`src/rtl/sweep_pkg.sv`:
```
//------------------------------------------------------------------------------
// sweep_pkg : shared types and limits for the truth-table sweeper.
// Revision  : 1.0
//------------------------------------------------------------------------------
`default_nettype none

package sweep_pkg;

    typedef enum logic [1:0] {
        IDLE  = 2'd0,
        DRIVE = 2'd1,
        DONE  = 2'd2
    } sweep_state_t;

    localparam int MAX_NIN = 6;

endpackage

`default_nettype wire

```
`src/rtl/sweep_settle_timer.sv`:
```
//------------------------------------------------------------------------------
// sweep_settle_timer : counts SETTLE extra cycles per vector, flags expiry.
// Revision           : 1.0
//------------------------------------------------------------------------------
`default_nettype none

module sweep_settle_timer #(
    parameter int SETTLE = 1
) (
    input  logic clk,
    input  logic rst_n,
    input  logic clear,
    input  logic enable,
    output logic expire
);

    localparam int            CW    = (SETTLE < 1) ? 1 : $clog2(SETTLE + 1);
    localparam logic [CW-1:0] LIMIT = CW'(SETTLE);

    logic [CW-1:0] r_cnt;

    // Wraps to zero on expiry so the next vector starts a fresh settle window.
    always_ff @(posedge clk or negedge rst_n) begin
        if (!rst_n) begin
            r_cnt <= '0;
        end else if (clear) begin
            r_cnt <= '0;
        end else if (enable) begin
            r_cnt <= expire ? '0 : r_cnt + 1'b1;
        end
    end

    assign expire = (r_cnt == LIMIT);

endmodule

`default_nettype wire

```
`src/rtl/truth_table_sweeper.sv`:
```
//------------------------------------------------------------------------------
// truth_table_sweeper : drives all 2**N_IN vectors into a combinational unit,
//                       captures its truth table and grades it against a golden.
// Revision            : 1.0
//------------------------------------------------------------------------------
`default_nettype none

module truth_table_sweeper
    import sweep_pkg::*;
#(
    parameter int N_IN   = 3,
    parameter int SETTLE = 1
) (
    input  logic                   clk,
    input  logic                   rst_n,
    input  logic                   start,
    input  logic                   abort,
    input  logic [(1<<N_IN)-1:0]   expected,
    output logic [N_IN-1:0]        dut_in,
    input  logic                   dut_out,
    output logic                   busy,
    output logic                   done,
    output logic [(1<<N_IN)-1:0]   table_out,
    output logic                   pass,
    output logic [N_IN:0]          mismatch_count
);

    localparam int            TBL     = 1 << N_IN;
    localparam logic [N_IN:0] LAST    = (N_IN + 1)'(TBL - 1);
    localparam logic [N_IN:0] ACC_MAX = (N_IN + 1)'(TBL);

    generate
        if (N_IN < 1 || N_IN > MAX_NIN) begin : g_nin_range_check
            $error("truth_table_sweeper: N_IN out of range");
        end
    endgenerate

    sweep_state_t  state;
    sweep_state_t  next_state;
    logic [N_IN:0] r_idx;
    logic [N_IN:0] r_acc;
    logic [N_IN:0] w_idx_next;
    logic [N_IN-1:0] w_vec;
    logic          w_expire;
    logic          w_sample;
    logic          w_timer_clear;
    logic          w_launch;

    sweep_settle_timer #(
        .SETTLE (SETTLE)
    ) u_settle (
        .clk    (clk),
        .rst_n  (rst_n),
        .clear  (w_timer_clear),
        .enable (state == DRIVE),
        .expire (w_expire)
    );

    assign w_idx_next = r_idx + 1'b1;
    assign w_vec      = r_idx[N_IN-1:0];

    always_ff @(posedge clk or negedge rst_n) begin
        if (!rst_n) state <= IDLE;
        else        state <= next_state;
    end

    always_comb begin
        next_state = state;
        case (state)
            IDLE:    if (start && !abort) next_state = DRIVE;
            DRIVE:   if (abort) next_state = IDLE;
                     else if (w_sample && r_idx == LAST) next_state = DONE;
            DONE:    next_state = IDLE;
            default: next_state = IDLE;
        endcase
    end

    always_comb begin
        busy          = (state == DRIVE) || (state == DONE);
        w_launch      = (state == IDLE) && start && !abort;
        w_sample      = (state == DRIVE) && w_expire && !abort;
        w_timer_clear = (state != DRIVE) || abort;
    end

    // dut_in is advanced on the sampling edge so that a fresh vector is already
    // settled when SETTLE=0 samples on the very next edge.
    always_ff @(posedge clk or negedge rst_n) begin
        if (!rst_n) begin
            r_idx          <= '0;
            r_acc          <= '0;
            dut_in         <= '0;
            table_out      <= '0;
            done           <= 1'b0;
            pass           <= 1'b0;
            mismatch_count <= '0;
        end else begin
            done <= 1'b0;
            if (w_launch) begin
                r_idx     <= '0;
                r_acc     <= '0;
                dut_in    <= '0;
                table_out <= '0;
            end else if (busy && abort) begin
                dut_in <= '0;
            end else if (w_sample) begin
                table_out[w_vec] <= dut_out;
                if (dut_out != expected[w_vec] && r_acc != ACC_MAX) begin
                    r_acc <= r_acc + 1'b1;
                end
                if (r_idx != LAST) begin
                    r_idx  <= w_idx_next;
                    dut_in <= w_idx_next[N_IN-1:0];
                end
            end else if (state == DONE) begin
                done           <= 1'b1;
                pass           <= (table_out == expected);
                mismatch_count <= r_acc;
            end
        end
    end

endmodule

`default_nettype wire
```
`config.mk`:
```
export PLATFORM = sky130hd
export DESIGN_NAME = truth_table_sweeper
export DESIGN_NICKNAME = d
export VERILOG_FILES = /design/src/rtl/sweep_pkg.sv /design/src/rtl/sweep_settle_timer.sv /design/src/rtl/truth_table_sweeper.sv
export SDC_FILE = /design/constraint.sdc
export NUM_CORES = 1
export LEC_CHECK = 0
export BUFFER_PORTS_ARGS = -buffer_cell sky130_fd_sc_hd__buf_4
export CAP_MARGIN = 20
export CORE_ASPECT_RATIO = 2
export CORE_UTILIZATION = 58
export CTS_CLUSTER_SIZE = 20
export DETAILED_ROUTE_END_ITERATION = 10
export GPL_ROUTABILITY_DRIVEN = 0
export HOLD_SLACK_MARGIN = 0.03
export PLACE_DENSITY_LB_ADDON = 0.15
export SKIP_LAST_GASP = 1
export SYNTH_ARGS = -nofsm -noshare
export SYNTH_HDL_FRONTEND = slang
export SYNTH_SLANG_ARGS = --single-unit
export TNS_END_PERCENT = 100
```
`constraint.sdc`:
```
create_clock -name clk -period 4.7 [get_ports clk]
set_input_delay 0.235 -clock clk [delete_from_list [all_inputs] [get_ports clk]]
set_output_delay 0.235 -clock clk [all_outputs]
set_load 0.02 [all_outputs]
```
After elaboration in Yosys (flattened, before gate mapping) --
Cells that the tools add are included.
Word-level totals: register bits after elaboration 28, latch bits 0, bits in writable memories 0, memory bits (read-only) 0, bits of input ports 13, output and inout bits 18, word-level logic and storage cells 84, memories 0
Cells by class: $add $sub $neg 3, $mul 0, divide/modulo/power cells 0, magnitude comparators 2, equal/unequal tests 11, shift-type cells 0, mux-type cells 31, bitwise operators 3, reduce and logical (&&, ||, !) cells 25
Operators with widths (number):
- $mux 4 | 8
- $mux 8 | 3
- $mux 3 | 4
- $logic_and 1x1->1 | 9
- $mux 1 | 9
- $add 4x1->4 const B | 2
- $bwmux 8 | 1
- $eq 8x8->1 | 1
- $reduce_bool 2->1 | 4
- $mux 2 | 3
- $reduce_and 2->1 | 3
- $reduce_and 3->1 | 2
- $reduce_bool 3->1 | 2
- $eq 4x3->1 const B | 1
- $lt 3x4->1 const B | 1
- $ne 2x2->1 const B | 2
- $ne 4x3->1 const B | 1
- $ne 4x4->1 const B | 1
- $pmux 2 s2 | 1
- $reduce_and 4->1 | 1
- $bmux 1 s3 | 1
- $demux 1 s3 | 1
- $ge 3x1->1 const B | 1
- $ne 3x3->1 const B | 1
- 9 further kinds | 12

Depth between registers and ports, before layout --
Gate-level depths: netlist (run 1).
depth in word-level cells 8, gate-level depth with buffers 7, mapped depth without buffers 6

Hierarchy --
Synthesis (run 1) repeated with hierarchy kept, for this count alone.
Unflattened totals: cells, all modules 158, area total of the unflattened synthesis 1634.1 µm²
By module, submodules not included:
- truth_table_sweeper | times used 1, cells an instance 155, area each 1596.5 µm²
- sweep_settle_timer | times used 1, cells an instance 3, area each 37.5 µm²

Worst setup path before layout (run 1) --
No wires, ideal clock.
kind flip-flop to flip-flop, start point register r_idx[0], end point register r_acc[0], setup time 0.079 ns, arrival 1.663 ns, required time 4.621 ns, setup slack 2.958 ns, cell stages (with the launch flop) 6, buffers on the path 1, clock period less this slack 1.742 ns, cells stage by stage dfrtp_1 buf_6 mux4_2 mux2_4 mux2i_2 mux2i_1
Between the ends: cells in the longest elaborated chain, start to end 6
Ends and longest elaborated chain:
- start, declared | RTL line truth_table_sweeper.sv:40 | logic [N_IN:0] r_idx;
- start signal, assigned | RTL line truth_table_sweeper.sv:111 | r_idx <= w_idx_next;
- $bmux 1 s3 | RTL line truth_table_sweeper.sv:107 | if (dut_out != expected[w_vec] && r_acc != ACC_MAX) begin
- $mux 1 (implied by the code) | RTL line truth_table_sweeper.sv:107
- $ne 1x1->1 | RTL line truth_table_sweeper.sv:107
- $logic_and 1x1->1 | RTL line truth_table_sweeper.sv:107
- $reduce_bool 2->1 (no line)
- $reduce_and 3->1 (no line)
- end signal, assigned | RTL line truth_table_sweeper.sv:108 | r_acc <= r_acc + 1'b1;
- end, declared | RTL line truth_table_sweeper.sv:41 | logic [N_IN:0] r_acc;
No other way between the ends. The select of a mux whose other input is x is not followed. A chain may end at the register's enable or synchronous reset.

Final worst setup path (run 1) --
start point register state[1], end point register dut_in[0]
Between the ends: cells in the longest elaborated chain, start to end 5, elaborated cells between the ends (all ways) 14, classes of those cells eq/ne (2); mux (2); reduce/logical (10)
Ends and longest elaborated chain:
- start, declared | RTL line truth_table_sweeper.sv:38 | sweep_state_t state;
- start signal, assigned | RTL line truth_table_sweeper.sv:64 | else state <= next_state;
- $eq 2x1->1, or another cell as far along | RTL line truth_table_sweeper.sv:79, truth_table_sweeper.sv:81
- $logic_or 1x1->1, or another cell as far along | RTL line truth_table_sweeper.sv:79 | busy = (state == DRIVE) || (state == DONE);
- $logic_and 1x1->1, on equally long branches | RTL line truth_table_sweeper.sv:103, truth_table_sweeper.sv:80, truth_table_sweeper.sv:81
- $reduce_bool 3->1 (no line) / $mux 3 (equally long branches)
- $reduce_and 2->1 (no line) / $mux 3 (equally long branches)
- end signal, assigned | RTL line truth_table_sweeper.sv:112 | dut_in <= w_idx_next[N_IN-1:0];
- end, declared | RTL line truth_table_sweeper.sv:19 | output logic [N_IN-1:0] dut_in,
Several ways; a longest one is shown, not always the timed one.

==> results of run 1 <==
[flip-flops by register name (all words and copies together) (netlist names)]
signal and cells:
done 1, table_out 8, state 2, u_settle.expire 1
pass 1, r_acc 4, r_idx 4, mismatch_count 4
dut_in 3
[kinds of logic (layout without fill, tap and decap cells)]
family / after synthesis / after routing / share of synthesized area
mux: 19 / 19 / 0.1412
buf+inv: 12 / 41 / 0.03510
compound gates: 14 / 14 / 0.04759
flops: 28 / 28 / 0.4368
xor+xnor: 11 / 11 / 0.06007
fa+ha+maj: 7 / 7 / 0.05460
simple gates: 66 / 66 / 0.2246
[per-layer routing]
layer  track usage  up-vias  share of wire
met3       0.02915        8          0.025
met5             0        -              0
met2        0.4983       29           0.59
li1              -      605              -
met1        0.2692      605           0.36
met4        0.1448        0          0.029
[stage by stage]
stage	hold slack, ps	cell area (sq um)	std cells	total power, mW
after global routing	264.8	1896	214	0.7049
after CTS	262.7	1896	214	0.6722
after detailed placement	174.7	1831	209	0.5185
after floorplan	-60.59	1604	157	0.4554
after global placement	163.0	1831	209	0.4997
final	261.6	1896	214	0.6647
[power groups by stage]
stage          logic [mW]  clock network [mW]  registers [mW]
6_report            0.210               0.150           0.304
5_1_grt             0.229               0.165           0.310
4_1_cts             0.212               0.157           0.303
3_5_place_dp        0.210                   0           0.309
3_3_place_gp        0.193                   0           0.307
2_1_floorplan       0.156                   0           0.299
[final cells by class]
cell class | count | area share
Multi-Input combinational cell | 117 | 0.4469
Sequential cell | 28 | 0.3696
Timing Repair Buffer | 31 | 0.1241
Clock buffer | 4 | 0.02904
Tap cell | 28 | 0.01848
Inverter | 6 | 0.01188
[tightest hold or removal path: cells and delay by family]
family	cells	cell delay (ps)
AO/OA/AOI/OAI	1	70
AND/OR/NAND/NOR	1	60
XOR/XNOR	1	50
buffers and inverters	1	90
[cells in the final DEF, fill, tap and decap left out, types with 2 or more instances in the layout]
cell,count
buf_4,30
ha_1,7
mux2i_1,13
nor2_1,11
xor2_1,3
nand4b_1,4
clkbuf_8,4
nand3_1,11
nor2b_1,2
nand4_1,5
nand2b_1,3
o21ai_0,4
mux4_2,2
dfrtp_1,28
nand3b_1,6
a21oi_1,7
xnor2_1,8
nand2_1,16
nor3b_1,2
mux2_2,2
inv_1,6
[how the worst min path moves through the flow]
stage,start,endpoint,slack (ps),depth (start not counted)
floorplan,rst_n,done,-60,0
global placement,rst_n,done,160,1
detailed placement,rst_n,u_settle.expire,170,1
CTS,expected[1],pass,260,4
global route,expected[1],pass,260,4
finish,expected[1],pass,260,4
==> results.json, run 1 <==
{
  "outcome": "complete, no violations",
  "p_int_mw": 0.4366,
  "antenna_cells": 0,
  "start_util": 0.6163,
  "finalMaxSlewViolations": 0,
  "placement.io_buffers": 30,
  "drive_above_1_share": 0.2312,
  "path_type_of_the_worst_min_delay_path": "primary input to flip-flop",
  "reg2reg_setup_slack_ps": 2700,
  "route.vias.total": 1247,
  "nFillCells": 198,
  "synth_edf_count": 0,
  "final_period_minus_worst_setup_slack_ps": 1996,
  "area_share_of_the_largest_cell_type_after_synthesis": 0.4368,
  "critical_path.startpoint_type": "flip-flop",
  "synth.yosys.seq_area_share": 0.4368,
  "share_clk_of_total_power": 0.226,
  "synth_common_cells": "dfrtp_1 (28), nand2_1 (16), mux2i_1 (13)",
  "synth_area_leader_cell": "dfrtp_1",
  "yosysUniqueCellTypes": 33,
  "finish.net_count": 207,
  "critical_path.n_buffers_inverters": 1,
  "post_cts_clock_slew_at_the_launch_and_capture_registers_of_the_worst_setup_and_hold_paths_ps": 90,
  "switching_share": 0.3432,
  "core_footprint_sq_um": 2603,
  "power_per_cell_area_nw_per_um2": 350.6,
  "drtAntennaViolNets": 0,
  "initial_antenna_violation_count": 0,
  "register_area_sq_um": 700.7,
  "startpoint": "state[1]",
  "worst-r2r-cell-count": 6,
  "timing.final.crit_share": 0.4246,
  "drcViolationCount": 0,
  "stage_delay_of_the_slowest_cell_on_the_critical_path_ps": 430,
  "pre_cts_slack_ps": 2739,
  "tightestPinTransition_ps": 926.8,
  "synth_ff_type": "dfrtp_1",
  "seqPwrFrac": 0.457,
  "post_synth.cell_area_avg_sq_um": 10.22,
  "grt_start_max_net_pins": 29,
  "io_pins": 31,
  "detail_route.iter0.violations": 37,
  "drt_pre_antenna_iters": 4,
  "path_cells": "inv_1 -> ha_1 -> and3b_1 -> nand2_1 -> or2_2 -> a21oi_1",
  "critPathCapture": "dut_in[0]",
  "cp.depth": 6,
  "cp.arrival_ps": 2200,
  "max_freq_mhz": 501.0,
  "flops_latches_synth": 28,
  "ctsLongestPathBuffers": 2,
  "finalSetupTns_ps": 0,
  "synthesis.nets": 177,
  "synth.cell_area_sq_um": 1604,
  "max-vdd-ir-drop_mv": 0.3209,
  "combinationalPowerShare": 0.316,
  "worst_slack_ps": 2704,
  "detailed_place_hpwl_um": 2672,
  "grt_overflow": 0,
  "drt-wirelength-per-cell_um": 16.43,
  "tritoncts.num_buffers": 3,
  "cell_family_with_most_cp_delay": "simple AND/OR/NAND/NOR gates",
  "rsz0062_at_grt": "no",
  "synthMostInstantiatedCell": "dfrtp_1",
  "drt-vias-per-instance": 5.827,
  "cts-htree-levels": 1,
  "chipHeight_um": 76.37,
  "multi_input_area_sq_um": 847.1,
  "yosysWarnings": 0,
  "final.setup_skew_ps": 1.497,
  "timing.slew.headroom": 0.3798,
  "timing.critical_path.to_type": "flip-flop",
  "p_sw_mw": 0.2281,
  "final_core_util": 0.7284,
  "cts.repair_timing.setup_buffer_count": 0,
  "static-leakage-power_nw": 0.9126,
  "tritoncts_num_sinks": 28,
  "cts_root_buf": "clkbuf_8",
  "cp.required_ps": 4900,
  "finalWirelength_um": 3517,
  "timing.rr.start": "state[1]",
  "path_max_fanout": 12,
  "cts_repair_resize_count": 0,
  "grt_use_total": 0.2732,
  "cp_slowest_cell": "and3b_1",
  "clk-insertion-delay-late_ps": 280,
  "ys_async_sr_fraction": 1.000,
  "number_of_global_route_vias_before_repair": 1362,
  "holdBufCountCts": 1,
  "synth_area_leaders": "dfrtp_1 (44%), mux2i_1 (8.1%), ha_1 (5.5%)",
  "signed_area_change_from_the_synthesized_netlist_to_the_final_layout_pct": 18.17,
  "synth_cells": 157,
  "setup_viol": 0,
  "tritoncts_clock_tree": "built",
  "fp.dieArea_sq_um": 2993,
  "rows": 26,
  "hold_viol": 0,
  "maxCapViolations": 0,
  "timing.rr.end": "dut_in[0]",
  "crit_type": "flip-flop to flip-flop",
  "global_route_wire_length_before_repair_um": 5754,
  "die_x_um": 39.19
}
(Power assumes the default switching activity.)
==> run 2, diff against run 1 <==
Settings changed: CORE_UTILIZATION 58 to 49.
Clock period 4.7 ns to 1.7 ns, I/O delays scaled along.
==> run 2 against run 1 <==
The flow now finishes with violations (setup timing). Critical path depth decreased by 2. Flip-flop and latch count unchanged. Power increased to 2.8 times the previous value. Global-route usage decreased by 4.6 points. First-iteration DRC count increased by 2.7%. Clock skew increased by 1.3 ps. Worst setup slack got worse by 2800 ps. Non-clock buffer count increased by 11. Hold slack got worse by 120 ps. Cell area increased by 5.8%. Clock-buffer cell count decreased by 1.
==> results.json, run 2 (synthesis gave the netlist of run 1 again) <==
{
  "startpoint_of_the_worst_hold_path": "dut_out",
  "fp.dieArea_sq_um": 3520,
  "mostFrequentLayoutCell": "buf_4",
  "worst_slack_ps": -58.69,
  "hold_slack_ps": 140.0,
  "cp.arrival_ps": 1960,
  "placement.io_buffers": 30,
  "post_cts_clock_slew_at_the_launch_and_capture_registers_of_the_worst_setup_and_hold_paths_ps": 90,
  "timing.critical_path.to_type": "flip-flop",
  "signed_area_change_from_the_synthesized_netlist_to_the_final_layout_pct": 25.04,
  "timing.slew.headroom": 0.7534,
  "io_pins": 31,
  "maxCapViolations": 0,
  "worst_hold_path.endpoint": "table_out[0]",
  "drtAntennaViolNets": 0,
  "largest_register_ffs": 8,
  "total_design_power_mw": 1.869,
  "critical_path.n_buffers_inverters": 0,
  "power_per_cell_area_nw_per_um2": 932.1,
  "hold_viol": 0,
  "global_route_wire_length_before_repair_um": 6078,
  "timing.rr.end": "r_acc[1]",
  "tritoncts.num_buffers": 3,
  "violations": "setup timing",
  "route.layer.met1.wl_um": 1301,
  "cp.required_ps": 1900,
  "cts-htree-levels": 1,
  "crit_type": "flip-flop to flip-flop",
  "drive_above_1_share": 0.2908,
  "tritoncts_num_sinks": 28,
  "die_x_um": 42.46,
  "timing.final.crit_share": 1.035,
  "number_of_global_route_vias_before_repair": 1364,
  "critical_path.startpoint_type": "flip-flop",
  "drt-vias-per-instance": 5.806,
  "tightestPinTransition_ps": 369.9,
  "cts_root_buf": "clkbuf_8",
  "cp_slowest_cell": "mux4_2",
  "path_type_of_the_worst_min_delay_path": "primary input to flip-flop",
  "timing.rr.start": "r_idx[0]",
  "multi_input_area_sq_um": 884.6,
  "top_register": "table_out",
  "drt_pre_antenna_iters": 4,
  "max-vdd-ir-drop_mv": 0.7928,
  "final.setup_skew_ps": 2.811,
  "highest-signal-layer": "met4",
  "path_cells": "mux4_2 -> mux2_4 -> mux2i_4 -> mux2i_1",
  "setup_viol": 3,
  "grt_use_total": 0.2277,
  "core_footprint_sq_um": 3157,
  "tritoncts_clock_tree": "built",
  "grt_start_max_net_pins": 29,
  "final_period_minus_worst_setup_slack_ps": 1759,
  "finalMaxSlewViolations": 0,
  "stage_delay_of_the_slowest_cell_on_the_critical_path_ps": 510,
  "max_freq_mhz": 568.6,
  "outcome": "complete, but fails checks",
  "start_util": 0.5081,
  "finish.net_count": 218,
  "drcViolationCount": 0,
  "ctsLongestPathBuffers": 2,
  "reg2reg_setup_slack_ps": -60,
  "detail_route.iter0.violations": 38,
  "route.vias.total": 1318,
  "rows": 29,
  "hold_path_depth": 3,
  "static-leakage-power_nw": 0.9627,
  "wl_met2_um": 2192,
  "drt-wirelength-per-cell_um": 16.36,
  "finalWirelength_um": 3713,
  "stdcell_area_sq_um": 2006,
  "nFillCells": 274,
  "grt_overflow": 0,
  "register_area_sq_um": 700.7,
  "path_max_fanout": 3,
  "initial_antenna_violation_count": 0,
  "clk-insertion-delay-late_ps": 270,
  "dpl_cell_area_sq_um": 1917,
  "chipHeight_um": 82.92,
  "detailed_place_hpwl_um": 2892,
  "detailroute.wirelength.met3_um": 92,
  "layout.cells.most_common_list": "buf_4 (41), dfrtp_1 (28), nand2_1 (16)",
  "rsz0062_at_grt": "yes",
  "antenna_cells": 0,
  "worst-r2r-cell-count": 4,
  "cell_family_with_most_cp_delay": "multiplexers"
}
run 2: area by class of cell:
| cell class | instances | share of cell area |
|---|---|---|
| multi-input combinational | 117 | 0.4410 |
| clock buffer | 3 | 0.02059 |
| timing repair buffer | 42 | 0.1585 |
| sequential | 28 | 0.3493 |
| inverter | 6 | 0.01123 |
| tap | 31 | 0.01934 |
run 2: how the worst max path moves through the flow:
stage / cells past startpoint / start / slack (ps) / endpoint
finish: 4 / r_idx[0] / -60 / r_acc[1]
global route: 4 / r_idx[0] / -140 / r_acc[0]
CTS: 4 / r_idx[0] / -70 / r_acc[1]
detailed placement: 4 / r_idx[0] / -100 / r_acc[1]
global placement: 4 / r_idx[0] / 8 / r_acc[1]
floorplan: 5 / r_idx[0] / -40 / r_acc[0]
run 2: timing repair:
action                     CTS  global route
setup endpoints to repair    3            13
hold endpoints to repair    28             0
hold buffers                 1             0
setup buffers                0             0
gates resized for setup      1             6
run 2: metrics by stage:
stage          instances  utilization  TNS [ps]  setup slack (ps)
3_3_place_gp         223       0.6072         0             7.569
6_report             227       0.6354    -132.6            -58.69
3_5_place_dp         223       0.6072    -206.0            -103.8
4_1_cts              227       0.6262    -158.0            -65.84
2_1_floorplan        157            -    -84.23            -42.11
5_1_grt              227       0.6354    -429.8            -135.5
run 2: per-layer routing:
metal  vias to the layer above  global-route usage
met2                        32              0.4252
met4                         0              0.1193
met3                         9             0.02609
met5                         -                   0
li1                        631                   -
met1                       646              0.2326
run 2: where the power goes:
part / total, mW / internal [mW] / switching (mW)
combinational: 0.696 / 0.328 / 0.368
clock: 0.355 / 0.159 / 0.196
sequential: 0.818 / 0.737 / 0.0809
run 2: worst register-to-register path, cell delays in order, from the launching register on:
cell and delay [ps]:
dfrtp_1 410, mux4_2 510, mux2_4 330, mux2i_4 220, mux2i_1 220
